`src/rtl/wb_dst_tracker_pkg.sv`:
```
`default_nettype none
// ============================================================================
// Module      : wb_dst_tracker_pkg
// Description : Shared register-index constants and pipeline stage-entry type.
// Revision    : 1.0 - initial release
// ============================================================================
package wb_dst_tracker_pkg;

    localparam int c_REG_ADDR_W = 4;
    localparam int c_NUM_REGS   = 2 ** c_REG_ADDR_W;

    typedef struct packed {
        logic [c_REG_ADDR_W-1:0] dst;
        logic                    wb_en;
    } stage_entry_t;

    localparam stage_entry_t c_BUBBLE = '{dst: '0, wb_en: 1'b0};

endpackage : wb_dst_tracker_pkg
`default_nettype wire

```
`src/rtl/dst_stage_reg.sv`:
```
`default_nettype none
// ============================================================================
// Module      : dst_stage_reg
// Description : One pipeline destination entry with load/hold enable.
// Revision    : 1.0 - initial release
// ============================================================================
module dst_stage_reg
    import wb_dst_tracker_pkg::*;
(
    input  logic         clk,
    input  logic         rst,
    input  logic         i_load,
    input  stage_entry_t i_d,
    output stage_entry_t o_q
);

    stage_entry_t r_q;

    always_ff @(posedge clk or negedge rst) begin
        if (!rst) begin
            r_q <= c_BUBBLE;
        end else if (i_load) begin
            r_q <= i_d;
        end
    end

    assign o_q = r_q;

endmodule : dst_stage_reg
`default_nettype wire

```
`src/rtl/wb_dst_tracker.sv`:
```
`default_nettype none
// ============================================================================
// Module      : wb_dst_tracker
// Description : Tracks destination register / write-back enable through
//               EXE, MEM and WB with stall, flush and freeze handling.
// Revision    : 1.0 - initial release
// ============================================================================
module wb_dst_tracker
    import wb_dst_tracker_pkg::*;
#(
    parameter int REG_ADDR_W = c_REG_ADDR_W,
    parameter int NUM_REGS   = 2 ** REG_ADDR_W,
    parameter int CNT_W      = 16
) (
    input  logic                  clk,
    input  logic                  rst,
    input  logic                  id_valid,
    input  logic [REG_ADDR_W-1:0] id_dst,
    input  logic                  id_wb_en,
    input  logic                  hazard,
    input  logic                  flush,
    input  logic                  freeze,
    output logic [REG_ADDR_W-1:0] exe_dst,
    output logic                  exe_wb_en,
    output logic [REG_ADDR_W-1:0] mem_dst,
    output logic                  mem_wb_en,
    output logic [REG_ADDR_W-1:0] wb_dst,
    output logic                  wb_wb_en,
    output logic [NUM_REGS-1:0]   busy,
    output logic [1:0]            pending_cnt,
    output logic [CNT_W-1:0]      bubble_cnt
);

    localparam int c_NUM_STAGES = 3;

    logic         w_advance;
    logic         w_accept;
    logic         w_count_bubble;
    stage_entry_t w_exe_next;
    stage_entry_t w_stage_d [c_NUM_STAGES];
    stage_entry_t w_stage_q [c_NUM_STAGES];
    logic [NUM_REGS-1:0] w_busy;
    logic [CNT_W-1:0]    r_bubble_cnt;

    // freeze holds everything; otherwise flush/hazard turn the ID slot into a bubble
    assign w_advance      = ~freeze;
    assign w_accept       = id_valid & ~flush & ~hazard;
    assign w_count_bubble = w_advance & id_valid & (flush | hazard);

    always_comb begin
        w_exe_next = c_BUBBLE;
        if (w_accept) begin
            w_exe_next.dst   = id_dst;
            w_exe_next.wb_en = id_wb_en;
        end
    end

    // Stage 0 = EXE, 1 = MEM, 2 = WB; each stage loads from the one before it.
    generate
        for (genvar s = 0; s < c_NUM_STAGES; s++) begin : g_stage
            if (s == 0) begin : g_head
                assign w_stage_d[s] = w_exe_next;
            end else begin : g_chain
                assign w_stage_d[s] = w_stage_q[s-1];
            end

            dst_stage_reg u_stage (
                .clk    (clk),
                .rst    (rst),
                .i_load (w_advance),
                .i_d    (w_stage_d[s]),
                .o_q    (w_stage_q[s])
            );
        end
    endgenerate

    always_comb begin
        w_busy = '0;
        for (int s = 0; s < c_NUM_STAGES; s++) begin
            if (w_stage_q[s].wb_en) begin
                w_busy[w_stage_q[s].dst] = 1'b1;
            end
        end
    end

    always_ff @(posedge clk or negedge rst) begin
        if (!rst) begin
            r_bubble_cnt <= '0;
        end else if (w_count_bubble && (r_bubble_cnt != {CNT_W{1'b1}})) begin
            r_bubble_cnt <= r_bubble_cnt + CNT_W'(1);
        end
    end

    assign exe_dst     = w_stage_q[0].dst;
    assign exe_wb_en   = w_stage_q[0].wb_en;
    assign mem_dst     = w_stage_q[1].dst;
    assign mem_wb_en   = w_stage_q[1].wb_en;
    assign wb_dst      = w_stage_q[2].dst;
    assign wb_wb_en    = w_stage_q[2].wb_en;
    assign busy        = w_busy;
    assign pending_cnt = {1'b0, w_stage_q[0].wb_en} + {1'b0, w_stage_q[1].wb_en}
                       + {1'b0, w_stage_q[2].wb_en};
    assign bubble_cnt  = r_bubble_cnt;

endmodule : wb_dst_tracker
`default_nettype wire

```
`config.mk`:
```
export PLATFORM = sky130hd
export DESIGN_NAME = wb_dst_tracker
export DESIGN_NICKNAME = d
export VERILOG_FILES = /design/src/rtl/wb_dst_tracker_pkg.sv /design/src/rtl/dst_stage_reg.sv /design/src/rtl/wb_dst_tracker.sv
export SDC_FILE = /design/constraint.sdc
export NUM_CORES = 1
export LEC_CHECK = 0
export BUFFER_PORTS_ARGS = -buffer_cell sky130_fd_sc_hd__buf_2
export CORE_MARGIN = 4
export CORE_UTILIZATION = 30
export DETAILED_ROUTE_END_ITERATION = 10
export GPL_TIMING_DRIVEN = 0
export SLEW_MARGIN = 30
export SYNTH_ARGS = -nofsm -noshare
export SYNTH_HDL_FRONTEND = slang
export SYNTH_SLANG_ARGS = --single-unit
export TNS_END_PERCENT = 100
```
`constraint.sdc`:
```
create_clock -name clk -period 2.2 [get_ports clk]
set_input_delay 0.55 -clock clk [delete_from_list [all_inputs] [get_ports clk]]
set_output_delay 0.55 -clock clk [all_outputs]
set_load 0.01 [all_outputs]
```
# After elaboration in Yosys (flattened, before gate mapping)
# Index checks and enable logic that the tools add are counted.
# word_totals
regBits,31
input_bits,11
out_inout_bits,49
elab_cells,41
# classes
addsub,3
magnitude_cmp,6
eq_ne,1
mux,10
n_bitwise,10
n_reduce_logical,4
# ops
operator,n
$mux W16,3
$or A16 B16 Y16,2
$add A16 B1 Y16 const B,1
$ne A16 B16 Y1 const B,1
$lt A4 B5 Y1 const B,3
$demux W1 S4,3
$ge A4 B1 Y1 const B,3
$mux W5,1
$and A1 B1 Y1,4
$logic_and A1 B1 Y1,4
$mux W1,3
$not A1 Y1,3
$add A1 B1 Y2,1
$add A2 B1 Y2,1
$or A1 B1 Y1,1

# Depth between registers and ports, before layout
# depth
ltp_word,9
ltp_mapped,6
depth_no_buf,5

# Cells and area by module
# From an unflattened synthesis, not the netlist that was laid out.
# unflattened
hier_cells,184
area_unflattened_um2,1810.5
# modules_own_cells
module,instances,cells_per_inst,area_each_um2,seq_area_each_um2
wb_dst_tracker,1,154,1266.2,400.4
dst_stage_reg,3,10,181.4,125.1

# Worst setup path after synthesis
# Ideal clock, no wire load.
# synth_timing
path_type,in2reg
from,input port freeze
to,"register r_bubble_cnt[11], in the netlist bubble_cnt[11]"
setup_ps,79
arrival_ps,1779
required_time_ps,2121
setup_slack_ps,342
cell_stages,5
path_buffers,1
cell_sequence,buf_6 -> nand2b_4 -> or4_4 -> nor4b_2 -> xor2_1
# synth_via
elab_chain_len,4
# synth_rtl
element,line,rtl
"start, declared",wb_dst_tracker.sv:22,"input logic freeze,"
$not A1 Y1,wb_dst_tracker.sv:46,assign w_advance = ~freeze;
$and A1 B1 Y1 (2 in series),wb_dst_tracker.sv:48,assign w_count_bubble = w_advance & id_valid & (flush | hazard);
$logic_and A1 B1 Y1,wb_dst_tracker.sv:89,end else if (w_count_bubble && (r_bubble_cnt != {CNT_W{1'b1}})) begin
"end signal, assigned",wb_dst_tracker.sv:90,r_bubble_cnt <= r_bubble_cnt + CNT_W'(1);
"end, declared",wb_dst_tracker.sv:43,logic [CNT_W-1:0] r_bubble_cnt;
# Every way passes these cells.
# A chain may end at the register's enable or synchronous reset.

# Final worst setup path
# layout_timing
from,register g_stage[0].u_stage.r_q (netlist bit g_stage[0].u_stage.o_q[2])
to,output port busy[2]
# layout_via
elab_chain_len,9
word_cells_on_any_way,10
cone_classes,order compare (2); mux (5); bitwise (2); reduce/logical (1)
# layout_rtl
element,line,rtl
"start, declared",dst_stage_reg.sv:17,stage_entry_t r_q;
"start signal, assigned",dst_stage_reg.sv:21,r_q <= c_BUBBLE;
"start signal, assigned",dst_stage_reg.sv:23,r_q <= i_d;
$lt A4 B5 Y1 (not written as such) or $ge A4 B1 Y1 (tied branches),wb_dst_tracker.sv:81,w_busy[w_stage_q[s].dst] = 1'b1;
$logic_and A1 B1 Y1 (not written as such),wb_dst_tracker.sv:81,
$mux W1 (not written as such),wb_dst_tracker.sv:81,
$demux W1 S4 (*),wb_dst_tracker.sv:81,
$mux W16 (*),wb_dst_tracker.sv:80,if (w_stage_q[s].wb_en) begin
$or A16 B16 Y16 (no source line),-,
$mux W16 (*),wb_dst_tracker.sv:80,
$or A16 B16 Y16 (no source line),-,
$mux W16 (*),wb_dst_tracker.sv:80,
"end, declared",wb_dst_tracker.sv:29,"output logic [NUM_REGS-1:0] busy,"
# Mark *: on every way between the ends. The rest lies on a longest branch, timed or not.

==> flow_metrics.tcl <==
set metrics [dict create \
    outcome "complete, no violations" \
    vias 1620 \
    period_minus_slack_ns 2.180 \
    rows 27 \
    synthTopCellsByCount "34 x nand2_1, 31 x dfrtp_1, 14 x xor2_1, 11 x mux2_2, 11 x nand3_1" \
    fillers 587 \
    crit_family "buffers and inverters" \
    max_slew.worst_pin.slew_ns 0.6874 \
    min_path_type "input port to asynchronous set/reset pin" \
    firstDrtPassIters 4 \
    powerDensity_nw_per_um2 645.3 \
    clock_sinks 31 \
    p_leak_nw 1.257 \
    place.gp.congestion 0.8196 \
    gr-usage-all-layers 0.1320 \
    cts_root_buf "clkbuf_8" \
    numCtsBuffers 5 \
    via_per_inst 5.078 \
    drive_above_1_share 0.3684 \
    grt_max_degree 32 \
    io_buffers 58 \
    syn_to_final_growth_pct 26.68 \
    cts_setup_buffers 0 \
    synthCells 183 \
    r2r_slack_ns 0.28 \
    synth_area_per_cell_um2 9.866 \
    ctsHtreeMaxLevel 2 \
    antenna_cells 0 \
    layout_setup_ws_ns 0.02010 \
    synthArstFlopShare 1.000 \
    yosys_warnings 0 \
    r2r_cells 5 \
    netlist.area_leader.share 0.4297 \
    drc 0 \
    layout.cells.non_filler 319 \
    maxSlewViolCount 0 \
    netSwitchingFraction 0.3189 \
    grt_pass1_vias 1546 \
    synthDistinctLibCells 34 \
    syn-cell-area_um2 1805 \
    r2r-end "bubble_cnt[1]$_DFFE_PN0P_" \
    crit_buf_inv 2 \
    pre_cts_slack_ns 0.1955 \
    avgRoutedWirePerCell_um 14.14 \
    startpoint_type "flop" \
    finalCritPeriodShare 0.9909 \
    fp.coreArea_um2 5675 \
    timing.max_cap.violations 0 \
    ys_seq_elements 31 \
    ios 60 \
    power_switching_uw 470.7 \
    grt_pass1_wl_um 7817 \
    grt_setup_unrepaired "yes" \
    yosys.area.top_type "dfrtp_1" \
    clkPwrFrac 0.289 \
    fin_util 0.4030 \
    path_class "flop to output port" \
    die_w_um 85.58 \
    syn_nets 196 \
    antenna_found_initial 0 \
    die_area_um2 7323 \
    ctsHoldBuffers 0 \
    worst_ep_arrival_time_ns 1.63 \
    gr-total-overflow 0 \
    synth_enable_flop_cells 0 \
    synth_area_leaders "dfrtp_1 43%, nand2_1 7.1%, mux2_2 6.9%" \
    cts_tree "built" \
    ant_nets 0 \
    dieHeight_um 85.58 \
    synth_most_common_cell "nand2_1" \
    finalHoldViolCount 0 \
    cp_slowest_cell "dfrtp_1" \
    seq_area_um2 775.7 \
    slew_headroom 0.5417 \
    finalSetupViolCount 0 \
    totalWireLength_um 4510 \
    hpwl_um 3558 \
    seq_area_frac_synth 0.4297 \
    r2r_start "bubble_cnt[0]$_DFFE_PN0P_" \
    multi_input_area_um2 1011 \
    drtIter0Drc 82 \
    fmax_mhz 458.7 \
    slowest_delay_ns 0.34 \
    seqPwrFrac 0.512 \
    comb_power_share 0.200 \
    finClkSkew_ns 0.004354 \
    insertion_delay_ns 0.28 \
    required_ns 1.65 \
    tns_ns 0 \
    p_int_mw 1.005 \
    dp_cells 313 \
    initial_utilization 0.3181 \
    ir_drop_uv 539.4 \
    cp_cell_sequence "clkbuf_1, nor2b_1, a22oi_1, nand2_1, buf_2" \
    synth_ff_type "dfrtp_1" \
    cp-end-kind "output port" \
    clk_path_buf_depth 2 \
    nNetsFinal 259 \
    clk_pin_slew_ns 0.07 \
    path_max_fanout 9 \
]
==> cells in the final DEF (no fill, tap or decap), drive strengths merged, types with 4 or more instances in the layout <==
cell type / netlist / layout
buf: 2 / 60
nand2: 34 / 34
dfrtp: 31 / 31
xor2: 14 / 14
nand3: 11 / 11
mux2: 11 / 11
a22oi: 9 / 9
nor2: 9 / 9
clkbuf: 5 / 9
nor3: 7 / 7
a32oi: 6 / 6
nor2b: 6 / 6
a22o: 5 / 5
nor3b: 5 / 5
nor4: 4 / 4
==> what timing repair did <==
item / 4_1_cts / 5_1_grt
gates resized for setup: 1 / 4
pin swaps: 0 / 0
endpoints found under the hold margin: 0 / 0
gates cloned: 0 / 0
setup endpoints to repair: 4 / 15
==> sequential cells by signal, indices dropped and copies added (netlist names) <==
register             count
g_stage.u_stage.o_q     15
bubble_cnt              16
==> metal layers <==
metal | part of all wire | wire length [µm] | GRT usage | vias to the layer above
met5 | 0 | 0 | 0 | -
met4 | 0.0098 | 44 | 0.04748 | 0
li1 | - | - | - | 791
met2 | 0.48 | 2143 | 0.2119 | 57
met3 | 0.065 | 291 | 0.02690 | 4
met1 | 0.45 | 2031 | 0.1760 | 768
==> final cells by class <==
type / count / area share
Timing Repair Buffer: 58 / 0.1269
Tap cell: 72 / 0.03939
Multi-Input combinational cell: 143 / 0.4420
Buffer: 5 / 0.01204
Clock inverter: 2 / 0.005470
Sequential cell: 31 / 0.3392
Inverter: 2 / 0.003282
Clock buffer: 6 / 0.03173
==> through the flow <==
stage | hold slack (ns) | total power, mW | cell area, µm²
finish | 0.3066 | 1.476 | 2287
detailed placement | 0.4967 | 1.067 | 2186
floorplan | 0.2544 | 0.9159 | 1805
CTS | 0.3309 | 1.502 | 2276
global placement | 0.4771 | 1.059 | 2186
global route | 0.3546 | 1.572 | 2287
==> kinds of logic after synthesis <==
kind of cell | after synthesis | share of synthesized area
AO/OA/AOI/OAI | 22 | 0.09840
XOR/XNOR | 14 | 0.06792
multiplexers | 11 | 0.06861
flip-flops | 31 | 0.4297
AND/OR/NAND/NOR | 94 | 0.2938
adder cells (fa/ha/maj) | 2 | 0.01802
buffers and inverters | 9 | 0.02356
==> worst max path at each step <==
stage / from / to / slack [ns] / cells after the start
after floorplan: freeze / bubble_cnt[11]$_DFFE_PN0P_ / 0.34 / 5
after global routing: g_stage[0].u_stage.o_q[2]$_DFFE_PN0N_ / busy[6] / -0.15 / 5
final: g_stage[0].u_stage.o_q[2]$_DFFE_PN0N_ / busy[2] / 0.02 / 5
after global placement: g_stage[0].u_stage.o_q[0]$_DFFE_PN0N_ / busy[3] / 0.24 / 4
after CTS: g_stage[0].u_stage.o_q[1]$_DFFE_PN0N_ / busy[9] / 0.02 / 5
after detailed placement: freeze / bubble_cnt[11]$_DFFE_PN0P_ / 0.20 / 5
==> power groups by stage <==
stage	logic [mW]	clock network, mW	registers [mW]
floorplan	0.138	0	0.778
global placement	0.301	0	0.758
detailed placement	0.305	0	0.762
CTS	0.306	0.445	0.752
global route	0.327	0.470	0.775
finish	0.295	0.426	0.755
(Power assumes the default switching activity.)
